$ cat src/rtl/video_timing_gen.sv
// Raster timing generator: pixel enable, position counters, blanking, sync
// and data-enable for one video clock, with a frame-synchronous choice
// between 15 kHz (pixel every other clock) and 31 kHz (line-doubled) output.
module video_timing_gen #(
    parameter int H_ACTIVE = 550,
    parameter int H_FP     = 29,
    parameter int H_SYNC   = 32,
    parameter int H_BP     = 29,
    parameter int V_ACTIVE = 301,
    parameter int V_FP     = 4,
    parameter int V_SYNC   = 4,
    parameter int V_BP     = 3,
    parameter int HW       = 10,
    parameter int VW       = 10,
    parameter bit HS_POL   = 1'b1,
    parameter bit VS_POL   = 1'b1
) (
    input  logic          CLK_VIDEO,
    input  logic          RESET,
    input  logic          enable,
    input  logic          scandouble,
    output logic          ce_pix,
    output logic [HW-1:0] hc,
    output logic [VW-1:0] vc,
    output logic [VW-1:0] line,
    output logic          sd_mode,
    output logic          HBlank,
    output logic          VBlank,
    output logic          HSync,
    output logic          VSync,
    output logic          DE,
    output logic          sof,
    output logic [7:0]    frame_cnt
);

    localparam int H_TOTAL = H_ACTIVE + H_FP + H_SYNC + H_BP;
    localparam int V_TOTAL = V_ACTIVE + V_FP + V_SYNC + V_BP;

    localparam logic [HW-1:0] H_LAST   = HW'(H_TOTAL - 1);
    localparam logic [HW-1:0] H_ACT    = HW'(H_ACTIVE);
    localparam logic [HW-1:0] HS_START = HW'(H_ACTIVE + H_FP);
    localparam logic [HW-1:0] HS_STOP  = HW'(H_ACTIVE + H_FP + H_SYNC);

    // Vertical thresholds for both modes; index 1 is the line-doubled raster.
    logic [VW-1:0] v_last_tbl  [2];
    logic [VW-1:0] v_act_tbl   [2];
    logic [VW-1:0] vs_start_tbl[2];
    logic [VW-1:0] vs_stop_tbl [2];

    genvar gi;
    generate
        for (gi = 0; gi < 2; gi++) begin : g_vmode
            assign v_last_tbl[gi]   = VW'((V_TOTAL << gi) - 1);
            assign v_act_tbl[gi]    = VW'(V_ACTIVE << gi);
            assign vs_start_tbl[gi] = VW'((V_ACTIVE + V_FP) << gi);
            assign vs_stop_tbl[gi]  = VW'((V_ACTIVE + V_FP + V_SYNC) << gi);
        end
    endgenerate

    logic          ce_pix_reg, ce_pix_next;
    logic          phase_reg, phase_next;
    logic [HW-1:0] hc_reg, hc_next;
    logic [VW-1:0] vc_reg, vc_next;
    logic [VW-1:0] line_reg, line_next;
    logic          sd_mode_reg, sd_mode_next;
    logic [7:0]    frame_cnt_reg, frame_cnt_next;
    logic          sof_reg, sof_next;
    logic          hblank_reg, hblank_next;
    logic          vblank_reg, vblank_next;
    logic          hsync_reg, hsync_next;
    logic          vsync_reg, vsync_next;
    logic          de_reg, de_next;

    logic advance;
    logic h_wrap;
    logic v_wrap;
    logic frame_wrap;

    // A pixel step needs both the registered enable and the live enable, so a
    // falling enable suppresses a step that was already scheduled.
    assign advance    = ce_pix_reg & enable;
    assign h_wrap     = (hc_reg == H_LAST);
    assign v_wrap     = (vc_reg == v_last_tbl[sd_mode_reg]);
    assign frame_wrap = advance & h_wrap & v_wrap;

    // Next-state for counters, mode latch and frame counter.
    always_comb begin
        hc_next        = hc_reg;
        vc_next        = vc_reg;
        sd_mode_next   = sd_mode_reg;
        frame_cnt_next = frame_cnt_reg;
        if (advance) begin
            if (h_wrap) begin
                hc_next = '0;
                if (v_wrap) begin
                    vc_next        = '0;
                    sd_mode_next   = scandouble;
                    frame_cnt_next = frame_cnt_reg + 8'd1;
                end else begin
                    vc_next = vc_reg + 1'b1;
                end
            end else begin
                hc_next = hc_reg + 1'b1;
            end
        end
    end

    // Pixel cadence: phase alternates in 15 kHz mode and parks at 0 in
    // 31 kHz mode, so returning to 15 kHz starts with a low half-pixel.
    always_comb begin
        ce_pix_next = enable & (sd_mode_next | phase_reg);
        phase_next  = enable ? (~sd_mode_next & ~phase_reg) : phase_reg;
    end

    // Flags decoded from the upcoming position so they register alongside it.
    always_comb begin
        hblank_next = (hc_next >= H_ACT);
        vblank_next = (vc_next >= v_act_tbl[sd_mode_next]);
        hsync_next  = ((hc_next >= HS_START) && (hc_next < HS_STOP)) ? HS_POL : ~HS_POL;
        vsync_next  = ((vc_next >= vs_start_tbl[sd_mode_next]) &&
                       (vc_next <  vs_stop_tbl[sd_mode_next])) ? VS_POL : ~VS_POL;
        de_next     = ~(hblank_next | vblank_next);
        line_next   = vc_next >> sd_mode_next;
        sof_next    = frame_wrap;
    end

    // Position, mode and frame-count state.
    always_ff @(posedge CLK_VIDEO or posedge RESET) begin
        if (RESET) begin
            hc_reg        <= '0;
            vc_reg        <= '0;
            line_reg      <= '0;
            sd_mode_reg   <= 1'b0;
            frame_cnt_reg <= 8'd0;
            sof_reg       <= 1'b0;
        end else begin
            hc_reg        <= hc_next;
            vc_reg        <= vc_next;
            line_reg      <= line_next;
            sd_mode_reg   <= sd_mode_next;
            frame_cnt_reg <= frame_cnt_next;
            sof_reg       <= sof_next;
        end
    end

    // Pixel clock enable and its half-pixel phase.
    always_ff @(posedge CLK_VIDEO or posedge RESET) begin
        if (RESET) begin
            ce_pix_reg <= 1'b0;
            phase_reg  <= 1'b0;
        end else begin
            ce_pix_reg <= ce_pix_next;
            phase_reg  <= phase_next;
        end
    end

    // Registered blanking, sync and data-enable flags.
    always_ff @(posedge CLK_VIDEO or posedge RESET) begin
        if (RESET) begin
            hblank_reg <= 1'b0;
            vblank_reg <= 1'b0;
            hsync_reg  <= ~HS_POL;
            vsync_reg  <= ~VS_POL;
            de_reg     <= 1'b1;
        end else begin
            hblank_reg <= hblank_next;
            vblank_reg <= vblank_next;
            hsync_reg  <= hsync_next;
            vsync_reg  <= vsync_next;
            de_reg     <= de_next;
        end
    end

    assign ce_pix    = ce_pix_reg;
    assign hc        = hc_reg;
    assign vc        = vc_reg;
    assign line      = line_reg;
    assign sd_mode   = sd_mode_reg;
    assign frame_cnt = frame_cnt_reg;
    assign sof       = sof_reg;
    assign HBlank    = hblank_reg;
    assign VBlank    = vblank_reg;
    assign HSync     = hsync_reg;
    assign VSync     = vsync_reg;
    assign DE        = de_reg;

endmodule

$ cat config.mk
export PLATFORM = sky130hd
export DESIGN_NAME = video_timing_gen
export DESIGN_NICKNAME = d
export VERILOG_FILES = /design/src/rtl/video_timing_gen.sv
export SDC_FILE = /design/constraint.sdc
export NUM_CORES = 1
export LEC_CHECK = 0
export CAP_MARGIN = 25
export CORE_MARGIN = 1.5
export CORE_UTILIZATION = 45
export DETAILED_ROUTE_END_ITERATION = 6
export PLACE_DENSITY_LB_ADDON = 0.1
export SYNTH_ARGS = -nofsm -noshare
export SYNTH_HDL_FRONTEND = slang
export SYNTH_SLANG_ARGS = --single-unit
$ cat constraint.sdc
create_clock -name CLK_VIDEO -period 7 [get_ports CLK_VIDEO]
set_input_delay 2.1 -clock CLK_VIDEO [delete_from_list [all_inputs] [get_ports CLK_VIDEO]]
set_output_delay 2.1 -clock CLK_VIDEO [all_outputs]
set_load 0.01 [all_outputs]
==> results <==
- The register-to-register setup slack is between 3 and 4 ns.
- The initial utilization of the core area, before any placement, comes to 46.38%.
- The arrival time of the worst setup path is 5.77 ns.
- The first-iteration detailed-routing DRC count is 97.
- The CTS clock-pin slew for the worst setup and hold paths is ~0.080 ns.
- The number of clock sinks is 47.
- STA classifies the critical path startpoint as an input pin.
- Wire segments on met3 add up to about 140 um in the final route.
- The critical path class is in -> reg.
- The class of the worst hold path is reg -> reg.
- The synthesized instance count is ~240.
- Summed over all failing endpoints, the final setup total negative slack is 0 ns.
- STA classifies the critical path endpoint as a flop.
- The slew of the pin with the lowest slew margin is 0.6330 ns.
- The synthesized area per cell is between 10 and 15 um^2.
- The initial antenna violation count is 0.
- Synthesis inferred 47 register bits.
- The number of hold buffers added after cts is 0.
- Of all nets on the critical path, the largest fanout is 13.
- The share of the clock period used by the worst path is 78.94%.
- The detailed router put a total of 2643 um of wire on met1.
- Entering global routing, the biggest net connects 48 pins.
- The area growth from synthesis to layout is 25.77%.
- The detailed router used layers up to and including met4.
- The y dimension of the die is 78.33 um.
- The final layout contains 312 nets.
- The post-route clock skew is 0.004205 ns.
- In this design, the stage delay of the slowest critical-path cell is 0.62 ns.
- The global placement routability congestion is 0.8743.
- Based on the critical path, the design can be clocked at up to 0.1810 GHz.
- The count of nets left with antenna violations once routing finished came out at 0.
- The capture instance of the worst register-to-register path is VBlank.
- The power density over the cells is 179.4 nW/um^2.
- The initialized floorplan defines 27 standard-cell rows.
- The residual DRC count is 0.
- The max capacitance violation total is 0.
- Of the cells placed in the final design, the portion with a size suffix greater than 1 is a little over a tenth.
- After detailed routing, the average wire length per cell comes to 14.97 um.
- The post-route total power is 576.1 uW.
- Of the synthesized area, sequential elements account for 46.10%.
- The synthesized design contains 0 enable-type register cells.
- The Yosys step of the flow raised 0 warnings.
- The root cell of the clock tree is sky130_fd_sc_hd__clkbuf_8.
- The routed layout has 1992 vias.
- Global routing finished with a remaining overflow of 0.
- The first detailed-routing pass ran for 4 iterations.
- The destination of the critical timing path is VBlank.
- The number of failing hold endpoints at the final stage is 0.
- The H-tree depth is 2.
- Summing every instance area after synthesis gives roughly 2600 um^2.
- In this run the count of I/O pins placed on the die edge is 50.
- TritonCTS built the clock tree.
- In this run the tool buffered the top-level ports with 49 buffer cells.
- The first global-routing pass estimated between 9000 and 10000 um of wire.
- On the critical path, the stage with the largest delay is an instance of sky130_fd_sc_hd__or4b_2.
- Synthesis instantiated 54 different standard cells from the library.
- The number of max-slew violations in the final report is 0.
- The number of nets produced by synthesis is 258.
- The flow ran to the end, and the final reports show no timing, DRC or antenna violations.
- The floorplan die area is 6136 um^2.
- Setup violations remaining at the end of the flow were counted as 0.
- Summed over all nets, wire length on met2 after detailed routing comes to around 2700 um.
- The source of the worst register-to-register timing path is sd_mode.
- At the worst endpoint, the required time is about 7.2 ns.
- For this run, the leading register cell type out of synthesis is sky130_fd_sc_hd__dfrtp_1.
- Post-CTS repair changed the size of 0 cells.
- The launch point of the critical path is enable.
- The number of buffers added for setup after CTS is 0.
- After detailed routing, the number of vias per cell comes to 5.413.
- The total clock buffers created by CTS is 5.
- In this run the horizontal extent of the chip is 78.33 um.
- The time the worst path needs with I/O delays and setup is between 5 and 6 ns.
- The fraction of synthesis flops using an asynchronous set or reset pin is 100.0%.
- For this block, the routed nets add up to 5509 um of wire.
- The half-perimeter wire length of the detailed placement result is 4077 um.
- The overall track demand over capacity in global routing is 18.81%.
- The number of cells on the worst reg-to-reg path is 13.
- Walking the worst path, the cells encountered are clkdlybuf4s50_1 > and3_1 > nand3_4 > nor3_4 > buf_4 > mux2_4 > inv_2 > ha_1 > or2_2 > a21oi_1 > or4b_2 > o31ai_1 > nand3b_1 > or3b_2.
- The core region is 5507 um^2.
- The leakage power figure is 0.001433 uW.
- The via count of the first global-routing pass is 1876.
- Setup repair after global routing left no endpoint under its margin.
- The worst-case clock buffer depth is 2.
- The worst pin sits at a relative slew slack of about 57%.
- The later pin in the worst-skew pair is clocked with a latency of just under 0.3 ns.
- IR analysis of the VDD net gives a maximum drop of around 130 uV.
- The worst hold slack is 0.4815 ns.
- 0 antenna diodes ended up in the layout.
- The launch point of the worst hold path is frame_cnt[7].
[final cells by class]
type                            instances  area [um^2]
Fill cell                             482         2295
Multi-Input combinational cell        181         1294
Sequential cell                        47         1177
Timing Repair Buffer                   52        525.5
Tap cell                               72        90.09
Clock buffer                            7        86.33
Inverter                                8        30.03
Clock inverter                          1        8.758
[cells in the mapped netlist, drive strengths merged (2+ instances only)]
cell type,number,area share (%)
nand2b,2,0.49
nand3,16,3.6
nand4,7,1.7
dfrtp,46,45
inv,8,1.2
mux2,6,2.8
nor2b,2,0.49
and4,2,0.78
and3,7,1.7
o21a,5,1.5
nand3b,2,0.59
ha,13,6.4
a21oi,8,2.0
and4b,2,0.78
a21o,3,0.88
nor3,7,1.8
or2,3,0.74
nand4b,2,0.69
o31ai,2,0.59
a22o,2,0.69
nand2,23,3.4
nor3b,2,0.59
or4b,2,0.78
buf,4,1.5
mux2i,2,0.78
o21ai,10,2.0
xnor2,12,4.1
xor2,4,1.4
nor2,16,2.4
a211oi,3,0.88
nor4,3,0.74
[critical path, delay by kind of cell]
family,cells,cell delay (ns)
AO/OA/AOI/OAI,2,0.26
AND/OR/NAND/NOR,7,1.77
multiplexers,1,0.36
buffers and inverters,3,1.02
adder cells (fa/ha/maj),1,0.23
[routing by layer]
layer | GRT usage, % | vias up
li1 | - | 993
met1 | 26.79 | 961
met2 | 30.09 | 32
met3 | 3.023 | 6
met4 | 4.464 | 0
met5 | 0 | -
[layout by cell type (no fill, tap or decap), types with 2 or more instances in the layout]
| cell | instances |
|---|---|
| sky130_fd_sc_hd__dfrtp_1 | 46 |
| sky130_fd_sc_hd__ha_1 | 13 |
| sky130_fd_sc_hd__inv_1 | 6 |
| sky130_fd_sc_hd__a211oi_1 | 3 |
| sky130_fd_sc_hd__o21a_1 | 5 |
| sky130_fd_sc_hd__a22o_1 | 2 |
| sky130_fd_sc_hd__nor4_1 | 3 |
| sky130_fd_sc_hd__nand3b_1 | 2 |
| sky130_fd_sc_hd__nor2_1 | 16 |
| sky130_fd_sc_hd__xor2_1 | 4 |
| sky130_fd_sc_hd__a21o_1 | 3 |
| sky130_fd_sc_hd__nor2b_1 | 2 |
| sky130_fd_sc_hd__mux2_2 | 5 |
| sky130_fd_sc_hd__and4b_1 | 2 |
| sky130_fd_sc_hd__xnor2_1 | 12 |
| sky130_fd_sc_hd__buf_4 | 2 |
| sky130_fd_sc_hd__nor3_1 | 6 |
| sky130_fd_sc_hd__clkdlybuf4s50_1 | 49 |
| sky130_fd_sc_hd__a21oi_1 | 7 |
| sky130_fd_sc_hd__and3_1 | 7 |
| sky130_fd_sc_hd__nor3b_1 | 2 |
| sky130_fd_sc_hd__nand4b_1 | 2 |
| sky130_fd_sc_hd__o31ai_1 | 2 |
| sky130_fd_sc_hd__and4_2 | 2 |
| sky130_fd_sc_hd__nand2_1 | 23 |
| sky130_fd_sc_hd__nand2b_1 | 2 |
| sky130_fd_sc_hd__or2_2 | 2 |
| sky130_fd_sc_hd__mux2i_1 | 2 |
| sky130_fd_sc_hd__nand4_1 | 7 |
| sky130_fd_sc_hd__inv_2 | 2 |
| sky130_fd_sc_hd__clkbuf_8 | 6 |
| sky130_fd_sc_hd__o21ai_0 | 10 |
| sky130_fd_sc_hd__nand3_1 | 15 |
[worst min path at each step]
stage	end	slack [ns]	cells past startpoint
2_1_floorplan	phase_reg	0.50	2
3_3_place_gp	frame_cnt[7]	0.46	1
3_5_place_dp	frame_cnt[7]	0.48	1
4_1_cts	frame_cnt[7]	0.49	1
5_1_grt	frame_cnt[7]	0.52	1
6_report	frame_cnt[7]	0.48	1
[cells by family after synthesis]
kind of cell,share of synthesized area (%)
AO/OA/AOI/OAI,11.51
multiplexers,3.576
adder cells (fa/ha/maj),6.370
buffers and inverters,3.233
XOR/XNOR,5.487
flip-flops,46.10
AND/OR/NAND/NOR,23.71
[through the flow]
stage          utilization [%]  instance area [um^2]  instances  setup slack, ns
2_1_floorplan                -                  2554        241            2.238
3_3_place_gp             56.24                  3097        359            1.293
3_5_place_dp             56.24                  3097        359            1.188
4_1_cts                  57.96                  3192        367            1.491
5_1_grt                  58.33                  3212        368            1.320
6_report                 58.33                  3212        368            1.474
[where the power goes]
part / switching [uW] / leakage (uW) / total (uW) / internal (uW)
registers: 22.2 / 0.000630 / 306 / 284
logic: 49.7 / 0.000754 / 101 / 50.9
clock network: 88.7 / 0.0000484 / 170 / 81.0
total: 161 / 0.00143 / 576 / 416
No activity file was read; power rests on OpenSTA's default activity.
